$ cat config.mk
export PLATFORM = sky130hd
export DESIGN_NAME = coherence_arbiter
export DESIGN_NICKNAME = d
export VERILOG_FILES = /design/src/rtl/coherence_arbiter.sv
export SDC_FILE = /design/constraint.sdc
export NUM_CORES = 1
export LEC_CHECK = 0
export ABC_CLOCK_PERIOD_IN_PS = 4500
export BUFFER_PORTS_ARGS = -buffer_cell sky130_fd_sc_hd__buf_2
export CAP_MARGIN = 20
export CORE_ASPECT_RATIO = 0.7
export CORE_UTILIZATION = 55
export CTS_BUF_LIST = sky130_fd_sc_hd__clkbuf_4 sky130_fd_sc_hd__clkbuf_8 sky130_fd_sc_hd__clkbuf_16
export DETAILED_ROUTE_END_ITERATION = 8
export PLACE_DENSITY = 0.83
export SYNTH_ARGS = -nofsm -noshare
export SYNTH_HDL_FRONTEND = slang
export SYNTH_SLANG_ARGS = --single-unit
export TNS_END_PERCENT = 20
$ cat constraint.sdc
create_clock -name clock -period 4.5 [get_ports clock]
set_clock_uncertainty 0.05 [all_clocks]
set_input_delay 0.9 -clock clock [delete_from_list [all_inputs] [get_ports clock]]
set_output_delay 0.9 -clock clock [all_outputs]
set_load 0.01 [all_outputs]
$ cat src/rtl/coherence_arbiter.sv
// Bus arbiter between L1 cache ports and the lower-level cache.
// Round-robin among caches; the Lx cache wins outright; owners are held until released.
module coherence_arbiter #(
    parameter int MSG_BITS   = 4,
    parameter int NUM_CACHES = 4,
    parameter int NO_REQ     = 0,
    parameter int TIMEOUT    = 64,
    localparam int BUS_PORTS = NUM_CACHES + 1,
    localparam int MEM_PORT  = NUM_CACHES,
    localparam int IDX_W     = $clog2(BUS_PORTS)
) (
    input  logic                           clock,
    input  logic                           reset,
    input  logic [NUM_CACHES*MSG_BITS-1:0] cache2mem_msg,
    input  logic                           mem_req,
    input  logic                           txn_done,
    output logic [BUS_PORTS-1:0]           grant,
    output logic [IDX_W-1:0]               grant_idx,
    output logic                           grant_valid,
    output logic                           timeout
);

    localparam int PTR_W = (NUM_CACHES > 1) ? $clog2(NUM_CACHES) : 1;
    localparam int CNT_W = (TIMEOUT > 1) ? $clog2(TIMEOUT) : 1;
    localparam logic [CNT_W-1:0]     CNT_MAX  = CNT_W'(TIMEOUT - 1);
    localparam logic [MSG_BITS-1:0]  IDLE_MSG = MSG_BITS'(NO_REQ);
    localparam logic [IDX_W-1:0]     MEM_IDX  = IDX_W'(MEM_PORT);
    localparam logic [PTR_W-1:0]     LAST_C   = PTR_W'(NUM_CACHES - 1);
    localparam logic [BUS_PORTS-1:0] ONE      = BUS_PORTS'(1);

    typedef enum logic {IDLE, BUSY} state_t;

    state_t               state, state_n;
    logic [BUS_PORTS-1:0] grant_q, grant_n;
    logic [IDX_W-1:0]     idx_q, idx_n;
    logic [PTR_W-1:0]     rr_ptr, rr_n;
    logic [CNT_W-1:0]     cnt, cnt_n;
    logic                 to_q, to_n;

    logic [NUM_CACHES-1:0] req;
    logic                  pick_found;
    logic [PTR_W-1:0]      pick;
    logic                  owner_req;
    logic                  natural_rel;
    logic                  hit;
    int                    cand;

    always_comb begin
        for (int j = 0; j < NUM_CACHES; j++) begin
            req[j] = cache2mem_msg[j*MSG_BITS +: MSG_BITS] != IDLE_MSG;
        end
    end

    // First requester at or after rr_ptr, wrapping.
    always_comb begin
        pick_found = 1'b0;
        pick       = '0;
        cand       = 0;
        for (int i = 0; i < NUM_CACHES; i++) begin
            cand = int'(rr_ptr) + i;
            if (cand >= NUM_CACHES) cand = cand - NUM_CACHES;
            if (!pick_found && req[cand]) begin
                pick_found = 1'b1;
                pick       = PTR_W'(cand);
            end
        end
    end

    always_comb begin
        if (idx_q == MEM_IDX) owner_req = mem_req;
        else                  owner_req = req[idx_q[PTR_W-1:0]];
    end

    assign hit         = cnt == CNT_MAX;
    assign natural_rel = txn_done || !owner_req;

    always_comb begin
        state_n = state;
        grant_n = grant_q;
        idx_n   = idx_q;
        rr_n    = rr_ptr;
        cnt_n   = cnt;
        to_n    = 1'b0;
        unique case (state)
            IDLE: begin
                if (mem_req) begin
                    state_n = BUSY;
                    grant_n = ONE << MEM_IDX;
                    idx_n   = MEM_IDX;
                    cnt_n   = '0;
                end else if (pick_found) begin
                    state_n = BUSY;
                    grant_n = ONE << pick;
                    idx_n   = IDX_W'(pick);
                    cnt_n   = '0;
                end
            end
            BUSY: begin
                if (natural_rel || hit) begin
                    state_n = IDLE;
                    grant_n = '0;
                    idx_n   = '0;
                    cnt_n   = '0;
                    to_n    = !natural_rel;
                    if (idx_q != MEM_IDX) begin
                        rr_n = (idx_q[PTR_W-1:0] == LAST_C) ? '0
                             : idx_q[PTR_W-1:0] + 1'b1;
                    end
                end else if (!hit) begin
                    cnt_n = cnt + 1'b1;
                end
            end
            default: state_n = IDLE;
        endcase
    end

    always_ff @(posedge clock) begin
        if (!reset) begin
            state   <= IDLE;
            grant_q <= '0;
            idx_q   <= '0;
            rr_ptr  <= '0;
            cnt     <= '0;
            to_q    <= 1'b0;
        end else begin
            state   <= state_n;
            grant_q <= grant_n;
            idx_q   <= idx_n;
            rr_ptr  <= rr_n;
            cnt     <= cnt_n;
            to_q    <= to_n;
        end
    end

    assign grant       = grant_q;
    assign grant_idx   = idx_q;
    assign grant_valid = |grant_q;
    assign timeout     = to_q;

endmodule

**Word level (Yosys, flattened, before mapping)**

Cells that the tools add are included.

- Register bits: 18
- Input bits: 20
- Output and inout port bits: 10
- Logic and storage cells: 97

- Add/subtract/negate cells: 9
- Order comparisons: 9
- Eq/ne operators: 7
- Shift-type cells: 1
- Multiplexer cells: 45
- Bitwise logic cells: 1
- Reductions and logical operators: 19

Operators by type and width:

| operator | count |
|---|---|
| 32-bit by 4-bit < comparator with 1-bit output (second input constant) | 4 |
| 32-bit 2-to-1 mux | 4 |
| 6-bit 2-to-1 mux | 4 |
| 1-bit 2-to-1 mux | 17 |
| 4-bit nonzero test | 4 |
| 5-bit 2-to-1 mux | 3 |
| 6-bit case mux with 2 select lines | 1 |
| 3-bit by 3-bit subtractor with 4-bit output (second input constant) | 3 |
| 1-bit binary-select mux with 2-bit select | 5 |
| 2-bit 2-to-1 mux | 5 |
| 5-bit case mux with 2 select lines | 1 |
| 3-bit >= comparator (second input constant) | 3 |
| 3-bit 2-to-1 mux | 3 |
| 2-bit by 2-bit adder with 3-bit output (second input constant) | 2 |
| 6-bit by 1-bit adder with 6-bit output (second input constant) | 1 |
| 6-bit equality test (second input constant) | 1 |
| 3-bit != test (second input constant) | 2 |
| 3-bit case mux with 2 select lines | 1 |
| 3-bit AND reduction | 2 |
| 1-bit zero test | 5 |
| 5-bit OR reduction | 1 |
| 1-bit by 2-bit left shift with 5-bit output (first input constant) | 1 |
| 2-bit AND reduction | 2 |
| 2-bit by 3-bit subtractor with 4-bit output (second input constant) | 1 |
| 12 further kinds | 15 |

**Logic depth before layout (Yosys ltp)**

Gate-level depths: netlist of the first run.

- Depth in word-level cells: 19
- Mapped depth: 8

**Worst setup path before layout of the first run**

No wires, ideal clock.

- Kind: input -> register
- From: in cache2mem_msg[9]
- To: reg cnt[4]
- Library setup time: 0.122 ns
- Data arrival time: 2.081 ns
- Required time: 4.328 ns
- Setup slack: 2.248 ns
- Cell stages on the path: 6
- Buffers on the path: 1
- Path through: nor4_4 mux2_4 a31o_1 buf_6 nor3_1 a221o_1

- Longest elaborated chain between the ends: 16
- Elaborated cells on any way between the ends: 34
- Those cells by class: eq/ne (2); mux (21); reduce/logical (11)

Ends and longest elaborated chain:

| element | line | RTL |
|---|---|---|
| from (decl) | 14 | `input logic [NUM_CACHES*MSG_BITS-1:0] cache2mem_msg,` |
| 4-bit nonzero test (*) | 50 | `req[j] = cache2mem_msg[j*MSG_BITS +: MSG_BITS] != IDLE_MSG;` |
| 1-bit binary-select mux with 2-bit select | 62 | `if (!pick_found && req[cand]) begin` |
| 1-bit 2-to-1 mux (implied by the code) (2 in series) | 62 |  |
| 1-bit 2-to-1 mux | 62 |  |
| 1-bit zero test | 62 |  |
| 1-bit logical AND | 62 |  |
| 1-bit 2-to-1 mux | 62 |  |
| 1-bit zero test | 62 |  |
| 1-bit logical AND | 62 |  |
| 1-bit 2-to-1 mux | 62 |  |
| 1-bit zero test | 62 |  |
| 1-bit logical AND | 62 |  |
| 1-bit 2-to-1 mux | 62 |  |
| 3-bit != test (no line) | - |  |
| 2-bit AND reduction (no line) | - |  |
| to (signal assigned) | 130 | `cnt <= cnt_n;` |
| to (decl) | 37 | `logic [CNT_W-1:0] cnt, cnt_n;` |

Mark *: on every way between the ends. The rest lies on a longest branch, timed or not. The select of a mux whose other input is x is not followed.
A chain may end at the register's enable or synchronous reset.

**Worst setup path after layout of the first run**

- From: in cache2mem_msg[13]
- To: reg cnt[4]

Same word-level chain as after synthesis.

==> impl_metrics.toml, run 1 <==
[yosys]
synth_nets = 138
async_reset_ff_share_pct = 0
yosysTopAreaCell = "dfxtp_1"
yosys-top-cells-area = "dfxtp_1 (31%), nor4_4 (5.9%), o311ai_4 (4.9%)"
ys_seq_area_share_pct = 31.4
synth_warnings = 0
netlist_area_sq_um = 1080
syn_area_per_cell_sq_um = 9.41
synth_edf_count = 0
synthCells = 115
synth_top_area_share_pct = 31.4
ys.flop_type = "dfxtp_1"
synth_cell_types = 46
synth_seq_cells = 17

[cts]
cts_resized = 0
postCtsHoldBufs = 0
post_cts_buffers = 0
clock-sinks = 17
worstSkewPairLatency_ps = 300
clockBufferDepth = 2
root_buffer = "clkbuf_4"
htreeDepth = 1
clkTransAtPathRegs_ps = 100
cts_inserted_buffers = 3
tritoncts = "yes"

[critical_path]
critPathRequiredTime_ps = 4660
cp-end-kind = "flip-flop"
arrival_ps = 2490
critPathMaxFanout = 10
reg2reg_from = "grant_idx[1]$_SDFFE_PN0P_"
start_kind = "input port"
critPathKind = "in -> reg"
worstSetupStartpoint = "cache2mem_msg[13]"

[drt]
drc = 0
wl_microns = 2610
viasPerCell = 6.51
dr.pass1.iters = 4
drt-initial-drc-count = 39
vias = 1080
wl_per_cell_microns = 15.7
ant_nets = 0

[status]
status = "completed"

[final_layout]
n_antenna_cell = 0
finish.utilization_pct = 67.7
fillers = 154
final_nets = 168
drive_gt1_share_pct = 31.3
design_area_sq_um = 1260
areaGrowthSynthToFinish_pct = 16.1

[worst_hold_path]
min-delay-start = "grant[1]$_SDFFE_PN0P_"
min_path_type = "reg -> reg"

[timing]
fin_crit_sh_pct = 51.8
setup_viol = 0
max_slew.worst_pin.slew_ps = 419
fmax_mhz = 429
hold_violations = 0
relSlewSlack_pct = 72.0
finalSetupTns_ps = 0
rsz0062_at_grt = "false"
min_period_ps = 2330
final_max_slew_viol_count = 0

[power]
total_leakage_power_nw = 0.512
powerDensity_nw_per_um2 = 237
ir_drop_v = 0.000203

[floorplan]
io-pin-count = 30
rows = 13
dieArea_sq_um = 2150
initial_core_util_pct = 58.4
die_h_microns = 39.1
die_x_microns = 55.0
fp.coreArea_sq_um = 1850

[placed_design]
port_buffers = 29
dp_hpwl_microns = 2030
place.gp.congestion = 0.829
place_area_sq_um = 1230

[job]
drv_cap = 0

[global_routing]
grt_pass1_vias = 826
grt_pass1_wl_microns = 3770
grt_overflow = 0
grt_max_degree = 17
grt_antenna_before_repair = 0
grtUsageTotal_pct = 26.5
==> cells in the final DEF, fill, tap and decap left out, drive strengths merged, types with 3 or more instances in the layout <==
cell type and instances:
inv 5, or4 3, nand4 3, nor4 6
a31oi 3, clkbuf 3, nand3 6, o21ai 4
and3 4, mux2i 3, nor3 5, nand2 11
ha 3, a22o 3, nor2 5, buf 29
o2bb2ai 4, dfxtp 17
==> synthesized netlist by cell type, types with 4 or more instances <==
cell type  number
and3_1          4
nor2_1          5
nor3_1          4
nand3_1         6
o2bb2ai_1       4
dfxtp_1        17
inv_1           4
nand2_1        11
==> registers in the layout, indices dropped and copies added (netlist names) <==
name / count
grant_idx: 2
grant: 5
rr_ptr: 2
state: 1
timeout: 1
cnt: 6
==> metal layers <==
metal,routed length (microns),track usage [%],vias up
li1,-,-,515
met1,1070,34.2,502
met2,1210,38.0,54
met3,279,11.0,9
met4,57,11.9,0
met5,0,0,-
==> stage by stage <==
step | setup WS (ps) | std cells | hold WS (ps) | total power, W
after global placement | 1910 | 162 | 421 | 0.000213
after global routing | 2070 | 166 | 460 | 0.000310
final | 2170 | 166 | 438 | 0.000297
after CTS | 2170 | 166 | 439 | 0.000298
after floorplan | 2250 | 115 | 409 | 0.000194
after detailed placement | 1840 | 162 | 418 | 0.000214
==> power by group <==
group / leakage, nW / internal (W) / switching (W)
registers: 0.138 / 0.000154 / 0.00000612
logic: 0.357 / 0.0000221 / 0.0000293
clock network: 0.0177 / 0.0000333 / 0.0000522
total: 0.512 / 0.000210 / 0.0000876
==> kinds of logic after synthesis <==
kind of cell,share of synthesized area [%]
simple gates,30.8
flops,31.4
compound gates,25.7
mux,4.51
buf+inv,4.16
fa+ha+maj,3.47
==> path summary, 6_finish.rpt <==
path         slack, ps                      to  cells after the start
min reg2reg        440   grant[1]$_SDFFE_PN0P_                      1
min                440   grant[1]$_SDFFE_PN0P_                      1
max               2170     cnt[4]$_SDFFE_PN0P_                      6
max reg2reg       2230  rr_ptr[0]$_SDFFE_PN0P_                      7
==> cell type report <==
type,count,area [sq um],area share [%]
flip-flops and latches,17,340,27.1
clock buffers,3,22.5,1.79
well taps,22,27.5,2.19
inverters,5,18.8,1.49
multi-input cells,89,697,55.5
clock inverters,1,5.00,0.398
repair buffers,29,145,11.6
==> critical path: stages <==
cell and delay, ps:
buf_2 110, nor4_2 420, mux2_4 230, a31o_1 390, nor3_1 140, a221o_1 300
No activity file was read; power rests on OpenSTA's default activity.
==> inputs of run 2 (changes only) <==
ABC_CLOCK_PERIOD_IN_PS = 2400   (was 4500)
CORE_UTILIZATION = 51   (was 55)
PLACE_DENSITY = 0.78   (was 0.83)
clock period = 2.4 ns   (was 4.5 ns; I/O delays follow)
==> impl_metrics.toml, run 2 (same netlist as run 1, synthesis figures left out) <==
[status]
status = "finished with violations"
violations = "design-rule violations"

[worst_hold_path]
min_path_type = "in -> reg"
worstHoldPathCells = 3
min-delay-start = "mem_req"
min_to = "grant[4]$_SDFFE_PN0P_"

[critical_path]
critPathMaxFanout = 10
cp_slowest_stage_delay_ps = 390
arrival_ps = 2200
critPathKind = "reg -> reg"
r2r_setup_slack_ps = 380
critPathRequiredTime_ps = 2580
crit_slowest_cell = "dfxtp_1"
r2r_cells = 7
cp_cell_sequence = "inv_2 > ha_1 > nand2_1 > o21bai_1 > a31o_1 > o311ai_4 > mux2i_1"
rr_endpoint = "rr_ptr[0]$_SDFFE_PN0P_"
reg2reg_from = "grant_idx[0]$_SDFFE_PN0P_"
cp-end-kind = "flip-flop"
start_kind = "flip-flop"

[timing]
fin_crit_sh_pct = 84.2
fmax_mhz = 495
min_period_ps = 2020
finalSetupTns_ps = 0
rsz0062_at_grt = "false"
max_slew.worst_pin.slew_ps = 380
relSlewSlack_pct = 74.2
setup_viol = 0
hold-worst-slack_ps = 417
hold_violations = 0
final_max_slew_viol_count = 0

[drt]
wl_microns = 2610
drc = 4
ant_nets = 0
vias = 1066
dr.pass1.iters = 7
wl_per_cell_microns = 15.5
viasPerCell = 6.35
drt-initial-drc-count = 90

[placed_design]
dp_hpwl_microns = 2110
place.gp.congestion = 0.856
dp.cells = 164
port_buffers = 29

[final_layout]
finish.utilization_pct = 66.2
multi_input_area_sq_um = 697
final_common_cell = "buf_2"
fillers = 174
drive_gt1_share_pct = 32.2
final_cell_mix = "buf_2 (29), dfxtp_1 (17), nand2_1 (11)"
n_antenna_cell = 0
final_nets = 170
final_cells = 168
top_register = "cnt"
areaGrowthSynthToFinish_pct = 17.5
largest_reg_flops = 6
seqCellArea_sq_um = 340

[cts]
clkTransAtPathRegs_ps = 100
root_buffer = "clkbuf_4"
htreeDepth = 1
clockBufferDepth = 2
worstSkewPairLatency_ps = 300
cts_resized = 0
post_cts_buffers = 0
tritoncts = "yes"
clock-sinks = 17
cts_inserted_buffers = 3
postCtsHoldBufs = 0

[global_routing]
grtUsageTotal_pct = 25.3
grt_overflow = 0
grt_pass1_wl_microns = 4150
grt_antenna_before_repair = 0
grt_pass1_vias = 855
grt_max_degree = 17

[floorplan]
fp.coreArea_sq_um = 1920
dieArea_sq_um = 2310
io-pin-count = 30
rows = 13
die_x_microns = 57.1
die_h_microns = 40.5
initial_core_util_pct = 56.4

[power]
sw_frac_of_total_pct = 29.0
switchingPower_w = 0.000161
power_frac_comb_pct = 17.6
pwr-share-seq_pct = 54.1
p_int_w = 0.000394
total_leakage_power_nw = 0.523
ir_drop_v = 0.000333
pwr-share-clk_pct = 28.3
powerDensity_nw_per_um2 = 436

[job]
drv_cap = 0
## run 2: cell types whose count changed in the layout (fill, tap and decap cells not counted)
cell   change
buf_4      +2
## run 2: how the worst max path moves through the flow
stage / from / end / depth (start not counted) / slack (ps)
after CTS: grant_idx[0]$_SDFFE_PN0P_ / rr_ptr[0]$_SDFFE_PN0P_ / 7 / 380
after global placement: cache2mem_msg[13] / cnt[4]$_SDFFE_PN0P_ / 6 / 240
after global routing: grant_idx[0]$_SDFFE_PN0P_ / rr_ptr[0]$_SDFFE_PN0P_ / 7 / 200
after floorplan: grant_idx[1]$_SDFFE_PN0P_ / cnt[3]$_SDFFE_PN0P_ / 8 / 390
after detailed placement: cache2mem_msg[13] / cnt[4]$_SDFFE_PN0P_ / 6 / 170
final: grant_idx[0]$_SDFFE_PN0P_ / rr_ptr[0]$_SDFFE_PN0P_ / 7 / 380
## run 2: area by class of cell
class	instances	share of cell area, %
clock buffer	3	1.77
clock inverter	1	0.394
inverter	5	1.48
multi-input combinational	89	54.8
sequential	17	26.8
tap	22	2.17
timing repair buffer	31	12.6
## run 2: worst max-delay path, delay by kind of cell, from the launching register on
kind	cells	cell delay, ps
multiplexers	1	240
adder cells (fa/ha/maj)	1	210
buffers and inverters	1	90
AO/OA/AOI/OAI	3	830
flip-flops	1	390
AND/OR/NAND/NOR	1	160
## run 2: metrics by stage
step	power [W]	area, sq um	worst slack (ps)
finish	0.000554	1270	379
global route	0.000578	1270	198
CTS	0.000560	1270	380
detailed placement	0.000403	1240	169
global placement	0.000400	1240	236
floorplan	0.000364	1080	390
## run 2: per-layer routing
metal | wire length (microns) | GRT usage, %
met4 | 29 | 9.76
met1 | 1170 | 34.6
met2 | 1180 | 38.8
met3 | 222 | 6.45
met5 | 0 | 0
## run 2: power by group through the flow
stage | combinational (W) | sequential, W | clock [W]
6_report | 0.0000977 | 0.000300 | 0.000157
5_1_grt | 0.000107 | 0.000301 | 0.000170
4_1_cts | 0.0000968 | 0.000300 | 0.000163
3_5_place_dp | 0.0000967 | 0.000306 | 0
2_1_floorplan | 0.0000611 | 0.000303 | 0
3_3_place_gp | 0.0000943 | 0.000306 | 0
==> inputs of run 3 (changes only) <==
ABC_AREA = 1   (was unset)
ABC_CLOCK_PERIOD_IN_PS = 2000   (was 2400)
CORE_UTILIZATION = 52   (was 51)
clock period = 2 ns   (was 2.4 ns; I/O delays follow)
==> impl_metrics.toml, run 3 <==
[status]
status = "completed"

[drt]
dr.pass1.iters = 4
wl_met3_microns = 205
drc = 0
routed.top_layer = "met4"
wl_microns = 2640
viasPerCell = 5.05
vias = 1248
ant_nets = 0
wl_met1_microns = 1320
wl_met2_microns = 1090
drt-initial-drc-count = 96
wl_per_cell_microns = 10.7

[yosys]
synth_edf_count = 0
yosysMostFrequentCell = "nand2_1"
synth_top_area_share_pct = 28.2
yosys-top-cells-count = "nand2_1 (44), nand3_1 (27), nor2_1 (27)"
synth_nets = 205
yosysTopAreaCell = "dfxtp_1"
ys_seq_area_share_pct = 28.2
ys.flop_type = "dfxtp_1"
synth_cell_types = 26
syn_area_per_cell_sq_um = 6.63
synth_seq_cells = 17
netlist_area_sq_um = 1210
async_reset_ff_share_pct = 0
synthCells = 182
yosys-top-cells-area = "dfxtp_1 (28%), nand2_1 (14%), nand3_1 (11%)"
synth_warnings = 0

[timing]
fin_crit_sh_pct = 85.4
rsz0062_at_grt = "false"
max_slew.worst_pin.slew_ps = 538
hold-worst-slack_ps = 334
hold_violations = 0
final_max_slew_viol_count = 0
fmax_mhz = 585
finalWorstSetupSlack_ps = 292
setup_viol = 0
min_period_ps = 1710
finalSetupTns_ps = 0
relSlewSlack_pct = 64.1

[final_layout]
finish.utilization_pct = 65.3
drive_gt1_share_pct = 29.8
final_cell_mix = "nand2_1 (44), buf_2 (29), nor2_1 (27), nand3_1 (27), dfxtp_1 (17)"
n_antenna_cell = 0
areaGrowthSynthToFinish_pct = 17.5
largest_reg_flops = 6
final_common_cell = "nand2_1"
final_nets = 239
top_register = "cnt"
fillers = 212

[floorplan]
die_x_microns = 59.6
die_h_microns = 42.3
dieArea_sq_um = 2520
io-pin-count = 30
fp.coreArea_sq_um = 2170
initial_core_util_pct = 55.5
rows = 14

[global_routing]
grt_max_degree = 15
grt_pass1_wl_microns = 4580
grt_pass1_vias = 1090
grtUsageTotal_pct = 24.3
grt_overflow = 0
grt_antenna_before_repair = 0

[placed_design]
place_ws_ps = 153
dp_hpwl_microns = 2140
place.gp.congestion = 0.945
port_buffers = 29

[power]
ir_drop_v = 0.000375
p_total_w = 0.000748
powerDensity_nw_per_um2 = 527
total_leakage_power_nw = 0.687

[critical_path]
critPathKind = "reg -> reg"
critPathTopFamily = "simple AND/OR/NAND/NOR gates"
arrival_ps = 1880
crit_slowest_cell = "dfxtp_1"
crit_top_cell = "nand2_1"
cp_num_buf_inv = 3
cp-end-kind = "flip-flop"
cp_slowest_stage_delay_ps = 310
start_kind = "flip-flop"
cp_cell_sequence = "buf_4 > inv_4 > nand3_2 > nand2_1 > nand2_1 > nand2_2 > nand3_2 > nor2_4 > nand2_4 > inv_2 > nand2_1 > a21oi_2"
critPathRequiredTime_ps = 2180
critPathMaxFanout = 8

[cts]
root_buffer = "clkbuf_4"
clock-sinks = 17
post_cts_buffers = 0
htreeDepth = 1
worstSkewPairLatency_ps = 290
postCtsHoldBufs = 0
clockBufferDepth = 2
cts_inserted_buffers = 3
tritoncts = "yes"
cts_resized = 0
clkTransAtPathRegs_ps = 100

[job]
drv_cap = 0

[worst_hold_path]
min_path_type = "in -> reg"
==> run 3: final timing paths <==
check | startpoint | to | slack (ps) | cells after the start
max reg2reg | rr_ptr[0]$_SDFFE_PN0P_ | cnt[2]$_SDFFE_PN0P_ | 290 | 12
min | reset | timeout$_SDFF_PN0_ | 330 | 3
max | rr_ptr[0]$_SDFFE_PN0P_ | cnt[2]$_SDFFE_PN0P_ | 290 | 12
min reg2reg | grant[2]$_SDFFE_PN0P_ | grant[2]$_SDFFE_PN0P_ | 440 | 2
==> run 3: per-stage QoR <==
step | instance area, sq um | cells
2_1_floorplan | 1210 | 182
3_3_place_gp | 1390 | 243
3_5_place_dp | 1390 | 243
4_1_cts | 1420 | 247
5_1_grt | 1420 | 247
6_report | 1420 | 247
==> run 3: tightest hold or removal path: cells and delay by family <==
kind | cells | cell delay [ps]
simple gates | 1 | 80
buf+inv | 2 | 160
==> run 3: report_power, final <==
group | leakage (nW) | internal (W) | switching, W
sequential | 0.138 | 0.000351 | 0.0000128
combinational | 0.531 | 0.0000734 | 0.000113
clock | 0.0184 | 0.0000911 | 0.000106
==> run 3: cell type report <==
class | count | area (sq um) | share of cell area (%)
well taps | 32 | 40.0 | 2.82
flip-flops and latches | 17 | 340 | 24.0
repair buffers | 33 | 175 | 12.4
inverters | 20 | 77.6 | 5.47
clock buffers | 4 | 30.0 | 2.12
multi-input cells | 141 | 754 | 53.2
==> run 3: logic make-up (layout without fill, tap and decap cells) <==
group / Yosys count / after routing / share of synthesized area (%)
flip-flops: 17 / 17 / 28.2
XOR/XNOR: 3 / 3 / 3.74
buffers and inverters: 24 / 57 / 9.23
AO/OA/AOI/OAI: 19 / 19 / 9.96
AND/OR/NAND/NOR: 116 / 116 / 45.7
adder cells (fa/ha/maj): 3 / 3 / 3.11
==> run 3: layer usage <==
metal	global-route usage [%]	vias up
li1	-	654
met1	35.8	553
met2	35.7	37
met3	6.48	4
met4	4.65	0
met5	0	-
